File: config.mk
export PLATFORM = sky130hd
export DESIGN_NAME = svc_axi_sram_if
export DESIGN_NICKNAME = d
export VERILOG_FILES = /design/src/rtl/svc_axi_sram_if_pkg.sv /design/src/rtl/svc_axi_burst_iter.sv /design/src/rtl/svc_axi_sram_if.sv
export SDC_FILE = /design/constraint.sdc
export NUM_CORES = 1
export LEC_CHECK = 0
export CORE_MARGIN = 2
export CORE_UTILIZATION = 45
export CTS_CLUSTER_SIZE = 8
export DETAILED_ROUTE_END_ITERATION = 10
export PLACE_DENSITY_LB_ADDON = 0.15
export SLEW_MARGIN = 20
export SYNTH_ARGS = -nofsm -noshare
export SYNTH_HDL_FRONTEND = slang
export SYNTH_SLANG_ARGS = --single-unit
File: constraint.sdc
create_clock -name clk -period 3.31 [get_ports clk]
set_clock_uncertainty 0.15 [all_clocks]
set_input_delay 0.4965 -clock clk [delete_from_list [all_inputs] [get_ports clk]]
set_output_delay 0.4965 -clock clk [all_outputs]
set_load 0.01 [all_outputs]
File: src/rtl/svc_axi_sram_if_pkg.sv
// Shared constants for the AXI-to-SRAM bridge: burst encodings and response codes.
package svc_axi_sram_if_pkg;

    localparam logic [1:0] BURST_FIXED = 2'd0;
    localparam logic [1:0] BURST_INCR  = 2'd1;
    localparam logic [1:0] BURST_WRAP  = 2'd2;
    localparam logic [1:0] RESP_OKAY   = 2'b00;

endpackage

File: src/rtl/svc_axi_burst_iter.sv
// Burst address walker: loads AXI burst parameters, steps the byte address per beat,
// and flags the final beat (beat count == len).
module svc_axi_burst_iter
    import svc_axi_sram_if_pkg::*;
#(
    parameter int ADDR_W = 20
) (
    input  logic              clk,
    input  logic              rst_n,
    input  logic              load_i,
    input  logic [ADDR_W-1:0] addr_i,
    input  logic [7:0]        len_i,
    input  logic [2:0]        size_i,
    input  logic [1:0]        burst_i,
    input  logic              adv_i,
    output logic [ADDR_W-1:0] addr_o,
    output logic              last_o
);

    logic [ADDR_W-1:0] addr_q, addr_d;
    logic [7:0]        len_q, len_d;
    logic [7:0]        cnt_q, cnt_d;
    logic [2:0]        size_q, size_d;
    logic [1:0]        burst_q, burst_d;

    always_comb begin
        addr_d  = addr_q;
        len_d   = len_q;
        cnt_d   = cnt_q;
        size_d  = size_q;
        burst_d = burst_q;
        if (load_i) begin
            addr_d  = addr_i;
            len_d   = len_i;
            cnt_d   = 8'd0;
            size_d  = size_i;
            burst_d = burst_i;
        end else if (adv_i) begin
            cnt_d = cnt_q + 8'd1;
            // WRAP bursts deliberately walk linearly like INCR
            if (burst_q != BURST_FIXED) begin
                addr_d = addr_q + ({{(ADDR_W-1){1'b0}}, 1'b1} << size_q);
            end
        end
    end

    always_ff @(posedge clk or negedge rst_n) begin
        if (!rst_n) begin
            addr_q  <= '0;
            len_q   <= '0;
            cnt_q   <= '0;
            size_q  <= '0;
            burst_q <= BURST_INCR;
        end else begin
            addr_q  <= addr_d;
            len_q   <= len_d;
            cnt_q   <= cnt_d;
            size_q  <= size_d;
            burst_q <= burst_d;
        end
    end

    assign addr_o = addr_q;
    assign last_o = (cnt_q == len_q);

endmodule

File: src/rtl/svc_axi_sram_if.sv
// AXI4 slave to single SRAM command stream; write beats pass straight through, reads are
// issued one per cycle from registered burst state, and read responses map onto R combinationally.
module svc_axi_sram_if
    import svc_axi_sram_if_pkg::*;
#(
    parameter int AXI_ADDR_WIDTH = 20,
    parameter int AXI_DATA_WIDTH = 16,
    parameter int AXI_ID_WIDTH   = 4,
    localparam int LSB     = $clog2(AXI_DATA_WIDTH) - 3,
    localparam int SRAM_AW = AXI_ADDR_WIDTH - LSB,
    localparam int META_W  = AXI_ID_WIDTH + 1,
    localparam int STRB_W  = AXI_DATA_WIDTH / 8
) (
    input  logic                      clk,
    input  logic                      rst_n,
    input  logic                      s_axi_awvalid,
    output logic                      s_axi_awready,
    input  logic [AXI_ID_WIDTH-1:0]   s_axi_awid,
    input  logic [AXI_ADDR_WIDTH-1:0] s_axi_awaddr,
    input  logic [7:0]                s_axi_awlen,
    input  logic [2:0]                s_axi_awsize,
    input  logic [1:0]                s_axi_awburst,
    input  logic                      s_axi_wvalid,
    output logic                      s_axi_wready,
    input  logic [AXI_DATA_WIDTH-1:0] s_axi_wdata,
    input  logic [STRB_W-1:0]         s_axi_wstrb,
    input  logic                      s_axi_wlast,
    output logic                      s_axi_bvalid,
    input  logic                      s_axi_bready,
    output logic [AXI_ID_WIDTH-1:0]   s_axi_bid,
    output logic [1:0]                s_axi_bresp,
    input  logic                      s_axi_arvalid,
    output logic                      s_axi_arready,
    input  logic [AXI_ID_WIDTH-1:0]   s_axi_arid,
    input  logic [AXI_ADDR_WIDTH-1:0] s_axi_araddr,
    input  logic [7:0]                s_axi_arlen,
    input  logic [2:0]                s_axi_arsize,
    input  logic [1:0]                s_axi_arburst,
    output logic                      s_axi_rvalid,
    input  logic                      s_axi_rready,
    output logic [AXI_ID_WIDTH-1:0]   s_axi_rid,
    output logic [AXI_DATA_WIDTH-1:0] s_axi_rdata,
    output logic [1:0]                s_axi_rresp,
    output logic                      s_axi_rlast,
    output logic                      sram_cmd_valid,
    input  logic                      sram_cmd_ready,
    output logic                      sram_cmd_wr_en,
    output logic [SRAM_AW-1:0]        sram_cmd_addr,
    output logic [META_W-1:0]         sram_cmd_meta,
    output logic [AXI_DATA_WIDTH-1:0] sram_cmd_wr_data,
    output logic [STRB_W-1:0]         sram_cmd_wr_strb,
    input  logic                      sram_rd_resp_valid,
    output logic                      sram_rd_resp_ready,
    input  logic [AXI_DATA_WIDTH-1:0] sram_rd_resp_data,
    input  logic [META_W-1:0]         sram_rd_resp_meta
);

    logic w_active_q, w_active_d;
    logic bvalid_q, bvalid_d;
    logic r_active_q, r_active_d;
    logic last_rd_q, last_rd_d;
    logic [AXI_ID_WIDTH-1:0] awid_q, awid_d;
    logic [AXI_ID_WIDTH-1:0] arid_q, arid_d;

    logic aw_hs, ar_hs, w_req, r_req, wr_gnt, rd_gnt, w_adv, r_adv;
    logic w_last, r_last;
    logic [AXI_ADDR_WIDTH-1:0] w_addr, r_addr;

    assign aw_hs = s_axi_awvalid && s_axi_awready;
    assign ar_hs = s_axi_arvalid && s_axi_arready;
    assign w_req = w_active_q && s_axi_wvalid;
    assign r_req = r_active_q;

    // Contention goes to whichever side did not win the previous command handshake
    assign wr_gnt = w_req && (!r_req || last_rd_q);
    assign rd_gnt = r_req && (!w_req || !last_rd_q);
    assign w_adv  = wr_gnt && sram_cmd_ready;
    assign r_adv  = rd_gnt && sram_cmd_ready;

    svc_axi_burst_iter #(.ADDR_W(AXI_ADDR_WIDTH)) u_w_iter (
        .clk(clk), .rst_n(rst_n), .load_i(aw_hs), .addr_i(s_axi_awaddr), .len_i(s_axi_awlen),
        .size_i(s_axi_awsize), .burst_i(s_axi_awburst), .adv_i(w_adv), .addr_o(w_addr), .last_o(w_last)
    );

    svc_axi_burst_iter #(.ADDR_W(AXI_ADDR_WIDTH)) u_r_iter (
        .clk(clk), .rst_n(rst_n), .load_i(ar_hs), .addr_i(s_axi_araddr), .len_i(s_axi_arlen),
        .size_i(s_axi_arsize), .burst_i(s_axi_arburst), .adv_i(r_adv), .addr_o(r_addr), .last_o(r_last)
    );

    always_comb begin
        w_active_d = w_active_q;
        bvalid_d   = bvalid_q;
        r_active_d = r_active_q;
        last_rd_d  = last_rd_q;
        awid_d     = awid_q;
        arid_d     = arid_q;
        if (aw_hs) begin
            w_active_d = 1'b1;
            awid_d     = s_axi_awid;
        end else if (w_adv && w_last) begin
            w_active_d = 1'b0;
        end
        if (w_adv && w_last) begin
            bvalid_d = 1'b1;
        end else if (s_axi_bready) begin
            bvalid_d = 1'b0;
        end
        if (ar_hs) begin
            r_active_d = 1'b1;
            arid_d     = s_axi_arid;
        end else if (r_adv && r_last) begin
            r_active_d = 1'b0;
        end
        if (w_adv) begin
            last_rd_d = 1'b0;
        end else if (r_adv) begin
            last_rd_d = 1'b1;
        end
    end

    always_ff @(posedge clk or negedge rst_n) begin
        if (!rst_n) begin
            w_active_q <= 1'b0;
            bvalid_q   <= 1'b0;
            r_active_q <= 1'b0;
            last_rd_q  <= 1'b0;
            awid_q     <= '0;
            arid_q     <= '0;
        end else begin
            w_active_q <= w_active_d;
            bvalid_q   <= bvalid_d;
            r_active_q <= r_active_d;
            last_rd_q  <= last_rd_d;
            awid_q     <= awid_d;
            arid_q     <= arid_d;
        end
    end

    assign s_axi_awready = !w_active_q && !bvalid_q;
    assign s_axi_wready  = w_adv;
    assign s_axi_bvalid  = bvalid_q;
    assign s_axi_bid     = awid_q;
    assign s_axi_bresp   = RESP_OKAY;
    assign s_axi_arready = !r_active_q;

    assign sram_cmd_valid   = wr_gnt || rd_gnt;
    assign sram_cmd_wr_en   = wr_gnt;
    assign sram_cmd_addr    = wr_gnt ? w_addr[AXI_ADDR_WIDTH-1:LSB] : r_addr[AXI_ADDR_WIDTH-1:LSB];
    assign sram_cmd_meta    = wr_gnt ? {awid_q, w_last} : {arid_q, r_last};
    assign sram_cmd_wr_data = s_axi_wdata;
    assign sram_cmd_wr_strb = s_axi_wstrb;

    assign s_axi_rvalid       = sram_rd_resp_valid;
    assign s_axi_rdata        = sram_rd_resp_data;
    assign s_axi_rid          = sram_rd_resp_meta[META_W-1:1];
    assign s_axi_rlast        = sram_rd_resp_meta[0];
    assign s_axi_rresp        = RESP_OKAY;
    assign sram_rd_resp_ready = s_axi_rready;

    // Burst length alone terminates writes; byte-lane address bits never reach the SRAM
    logic unused_ok;
    assign unused_ok = &{1'b0, s_axi_wlast, w_addr[LSB-1:0], r_addr[LSB-1:0]};

endmodule

# ---- Word-level counts from Yosys, hierarchy flattened
# Index checks and enable logic that the tools add are counted.
dict set report word_totals {
  wordCells 74
  reg_bits 94
}
dict set report classes {
  addsub 4
  eq_ne 2
  reduce_logical 30
  n_mux 20
  shifts 2
}
# cell n
set ops {}
lappend ops {{20-bit 2-to-1 mux} 6}
lappend ops {{20-bit adder} 2}
lappend ops {{1-bit by 3-bit << shifter with 20-bit output (first input constant)} 2}
lappend ops {{8-bit 2-to-1 mux} 4}
lappend ops {{2-bit nonzero test} 10}
lappend ops {{19-bit 2-to-1 mux} 1}
lappend ops {{8-bit by 1-bit adder with 8-bit output (second input constant)} 2}
lappend ops {{8-bit equality test} 2}
lappend ops {{1-bit logical AND} 10}
lappend ops {{1-bit 2-to-1 mux} 8}
lappend ops {{1-bit zero test} 5}
lappend ops {{5-bit 2-to-1 mux} 1}
lappend ops {{2-bit AND reduction} 2}
lappend ops {{1-bit logical OR} 3}

# ---- Depth between registers and ports, before layout
dict set report logic_depth {
  ltp_word 8
  depth_mapped 11
}

# ---- Modules after synthesis
# From an unflattened synthesis, not the netlist that was laid out.
dict set report unflattened {
  hier_cells 616
  hier_area_um2 6105.9
}
# mod instances cells_per_inst area_each_um2
set by_module_without_submodules {}
lappend by_module_without_submodules {{svc_axi_burst_iter at u_r_iter} 1 253 2462.4}
lappend by_module_without_submodules {{svc_axi_burst_iter at u_w_iter} 1 249 2408.6}
lappend by_module_without_submodules {svc_axi_sram_if 1 114 1234.9}

# ---- Least setup slack after synthesis
# No wires, ideal clock.
dict set report synth_timing {
  path_type {register to register}
  start {register u_r_iter.size_q[0]}
  end {register u_r_iter.addr_q[18] (netlist: u_r_iter.addr_o[18])}
  synth_period_minus_slack_ns 2.663
  arrival_ns 2.414
  setup_ns 0.099
  path_slack_ns 0.647
  path_stages_with_launch 10
  path_buffers 1
  path_cell_list {dfrtp_1 > clkbuf_1 > or3b_2 > fa_1 > nor2b_1 > o31a_1 > o32a_1 > and2_4 > a211oi_1 > a311oi_1}
}
dict set report synth_between {
  elab_chain_len 5
}
# item line
set synth_lines {}
lappend synth_lines {{start: declaration} svc_axi_burst_iter.sv:23} ;# logic [2:0] size_q, size_d;
lappend synth_lines {{start signal: assignment} svc_axi_burst_iter.sv:58} ;# size_q <= size_d;
lappend synth_lines {{1-bit by 3-bit << shifter with 20-bit output} svc_axi_burst_iter.sv:42} ;# addr_d = addr_q + ({{(ADDR_W-1){1'b0}}, 1'b1} << size_q);
lappend synth_lines {{20-bit adder} svc_axi_burst_iter.sv:42}
lappend synth_lines {{20-bit 2-to-1 mux} svc_axi_burst_iter.sv:41} ;# if (burst_q != BURST_FIXED) begin
lappend synth_lines {{20-bit 2-to-1 mux} svc_axi_burst_iter.sv:38} ;# end else if (adv_i) begin
lappend synth_lines {{20-bit 2-to-1 mux} svc_axi_burst_iter.sv:32} ;# if (load_i) begin
lappend synth_lines {{end signal: assignment} svc_axi_burst_iter.sv:55} ;# addr_q <= addr_d;
lappend synth_lines {{end: declaration} svc_axi_burst_iter.sv:20} ;# logic [ADDR_W-1:0] addr_q, addr_d;
# No other way between the ends. The select of a mux whose other input is x is not followed.
# A chain may end at the register's enable or synchronous reset.

# ---- Worst setup path in the final report
dict set report layout_timing {
  start {input s_axi_wvalid}
  end {output sram_cmd_addr[4]}
}
dict set report layout_between {
  elab_chain_len 3
}
# item line
set layout_lines {}
lappend layout_lines {{start: declaration} svc_axi_sram_if.sv:23} ;# input logic s_axi_wvalid,
lappend layout_lines {{1-bit logical AND} svc_axi_sram_if.sv:71} ;# assign w_req = w_active_q && s_axi_wvalid;
lappend layout_lines {{1-bit logical AND} svc_axi_sram_if.sv:75} ;# assign wr_gnt = w_req && (!r_req || last_rd_q);
lappend layout_lines {{19-bit 2-to-1 mux} svc_axi_sram_if.sv:148} ;# assign sram_cmd_addr = wr_gnt ? w_addr[AXI_ADDR_WIDTH-1:LSB] : r_addr[AXI_ADDR_WIDTH-1:LSB];
lappend layout_lines {{end: declaration} svc_axi_sram_if.sv:48} ;# output logic [SRAM_AW-1:0] sram_cmd_addr,
# No other way between the ends.

==> results.cfg <==
[cts]
post_cts_buffers = 0
clk_latency_ps = 350
hold_buffers = 0
cts_made_buffers = 9
cts_tree = done
htreeDepth = 3
cts.sink_count = 94
clockBufferDepth = 2
postCtsResizedCells = 0
root_buffer = clkbuf_16
clk_pin_slew_ps = 60

[sta]
setup_tns_ps = 0
maxClockFrequency_mhz = 329.2
finalCritPeriodShare_pct = 91.78
setup_violations = 0
period_minus_slack_ps = 3038
worstMarginPinSlew_ps = 805.3
hold_violations = 0
drv_slew = 0
rsz0062_at_grt = false
max_slew_margin_pct = 45.96

[routing]
wirelength_um = 14180
first_iter_violations = 160
final_antenna_net_count = 0
avgViaCountPerCell = 5.322
dr_total_vias = 4838
drc = 0
first_pass_iters = 4
wl_per_cell_um = 15.60

[layout]
final_util_pct = 56.78
diodes = 0
multiInputGateArea_sq_um = 2992
regArea_sq_um = 2355
syn_to_final_growth_pct = 23.08
layout-drive-gt1-share_pct = 8.684
final_cell_area_sq_um = 7166
nNetsFinal = 875
fillCellCount = 1184
fin_cells = 909

[die]
coreArea_sq_um = 12620
dieArea_sq_um = 13860
std_cell_rows = 41
die_x_um = 117.7
ios = 202
start_util_pct = 46.13
die_h_um = 117.7

[power]
p_leak_nw = 3.152
p_switching_mw = 2.242
p_seq_share_pct = 37.1
power.internal_mw = 3.772
p_comb_share_pct = 43.9
pwr-share-clk_pct = 18.9
ir_drop_mv = 0.3883
power_switching_share_pct = 37.28
p_per_area_nw_per_um2 = 839.3

[setup_path]
cp-start-kind = input pin
arrival_ps = 2390
worstPathMaxFanout = 22
required_ps = 2660
crit_type = input pin to output pin
end_kind = output pin

[synthesis]
yosys.area.top_type_share_pct = 39.54
yosysUniqueCellTypes = 60
synthTopCellsByArea = dfrtp_1, nand2_1, buf_4
synthesis.area_sq_um = 5822
synthTopCellsByCount = nand2_1, dfrtp_1, nor2_1, buf_4, a21oi_1
syn_inst = 667
ys_async_sr_fraction_pct = 100.0
ys_ff_latch = 94
synth_most_common_cell = nand2_1
synth_area_leader_cell = dfrtp_1
avgSynthCellArea_sq_um = 8.728
yosysSeqAreaShare_pct = 40.45
ys.flop_type = dfrtp_1
yosysWarningCount = 0
synth_edf_count = 0

[placement]
portBuffers = 114
gp_congestion = 0.8555
place_hpwl_um = 10360
place_inst = 893
place_area_sq_um = 6842

[global_routing]
overflow = 0
track_usage_pct = 20.97
grt_max_degree = 56
grt_pass1_vias = 4811
antenna_found_initial = 0
grt_first_pass_wirelength_um = 23510

[run]
maxCapViolations = 0

[outcome]
status = finished clean

[hold_path]
min-delay-path-class = input pin to asynchronous set/reset pin
-- worst max-delay path, stage by stage --
cell and delay (ps):
clkdlybuf4s50_1 460, and2_4 190, and2_1 200, buf_12 180, mux2_2 350, clkdlybuf4s50_1 490
-- logic make-up (layout without fill, tap and decap cells) --
family | count (synthesis) | count (layout) | synth area share, %
AOI/OAI and AO/OA | 110 | 110 | 12.27
xor gates and xnor gates | 47 | 47 | 7.071
adders and majority gates | 20 | 20 | 4.556
buffers and inverters | 85 | 152 | 8.489
DFF | 94 | 94 | 40.45
muxes | 23 | 23 | 4.427
other | 1 | 4 | 0.06441
and+or+nand+nor | 287 | 287 | 22.67
-- cell type report --
class	count	share of cell area, %
clock buffers	12	3.440
clock inverters	4	1.083
inverters	13	0.6810
multi-input cells	491	41.75
flip-flops and latches	94	32.86
well taps	172	3.003
repair buffers	123	17.18
-- power by group through the flow --
stage	combinational [mW]	clock, mW	sequential [mW]
floorplan	1.87	0	2.03
global placement	2.57	0	2.25
detailed placement	2.64	0	2.25
CTS	2.66	1.17	2.23
global route	2.93	1.21	2.31
finish	2.64	1.14	2.23
-- cell usage in the layout (no fill, tap or decap), drive strengths merged, types with 2 or more instances in the layout --
master         netlist  routed
bufinv               0       2
o21ai               33      33
nand4               13      13
a311oi               5       5
nand2b               3       3
and3                12      12
nor3b                4       4
nand3               10      10
mux2                22      22
xor2                25      25
nor2b                7       7
or2                  2       2
dfrtp               92      92
nand2              151     151
and2                 7       7
clkbuf              24      12
o32a                 2       2
nor2                51      51
nor3                12      12
fa                   2       2
o31a                 2       2
inv                 13      15
and3b                4       4
buf                 48      10
ha                  18      18
xnor2               22      22
a21oi               33      33
or3                  4       4
conb                 1       4
dfstp                2       2
clkdlybuf4s50        0     113
o21a                 6       6
a211oi               6       6
o211ai               4       4
or3b                 2       2
a31oi                5       5
a21o                 5       5
-- stage by stage --
stage / hold WS, ps / power [mW] / setup WS [ps]
after detailed placement: 309.6 / 4.882 / 276.4
after global placement: 300.6 / 4.811 / 277.8
after CTS: 78.54 / 6.061 / 260.6
final: 40.06 / 6.014 / 271.9
after global routing: 116.1 / 6.449 / 199.9
after floorplan: 50.91 / 3.908 / 646.9
-- registers in the layout, summed over array words and instances (netlist names) --
name              flops
arid_q                4
s_axi_bid             4
last_rd_q             1
u_w_iter.size_q       3
u_w_iter.burst_q      2
u_r_iter.len_q        8
u_r_iter.addr_o      20
u_r_iter.size_q       3
s_axi_bvalid          1
u_w_iter.addr_o      20
r_active_q            1
u_w_iter.len_q        8
u_w_iter.cnt_q        8
u_r_iter.cnt_q        8
w_active_q            1
u_r_iter.burst_q      2
-- final timing paths --
check,start,end,slack (ps),cells past startpoint
max,s_axi_wvalid,sram_cmd_addr[4],270,6
min,rst_n,u_w_iter.addr_o[19],40,1
max reg2reg,u_r_iter.size_q[1],u_r_iter.addr_o[18],410,8
min reg2reg,u_r_iter.burst_q[0],u_r_iter.burst_q[0],320,2
max in group asynchronous,rst_n,u_w_iter.burst_q[0],2250,2
min in group clk,u_r_iter.burst_q[0],u_r_iter.burst_q[0],320,2
-- per-layer routing --
metal	vias to the layer above	GRT usage [%]	wire length, um
met5	-	0	0
met4	0	7.530	259
met3	24	5.475	756
met2	155	35.47	6882
met1	2307	25.83	6284
li1	2352	-	-
(Power assumes the default switching activity.)
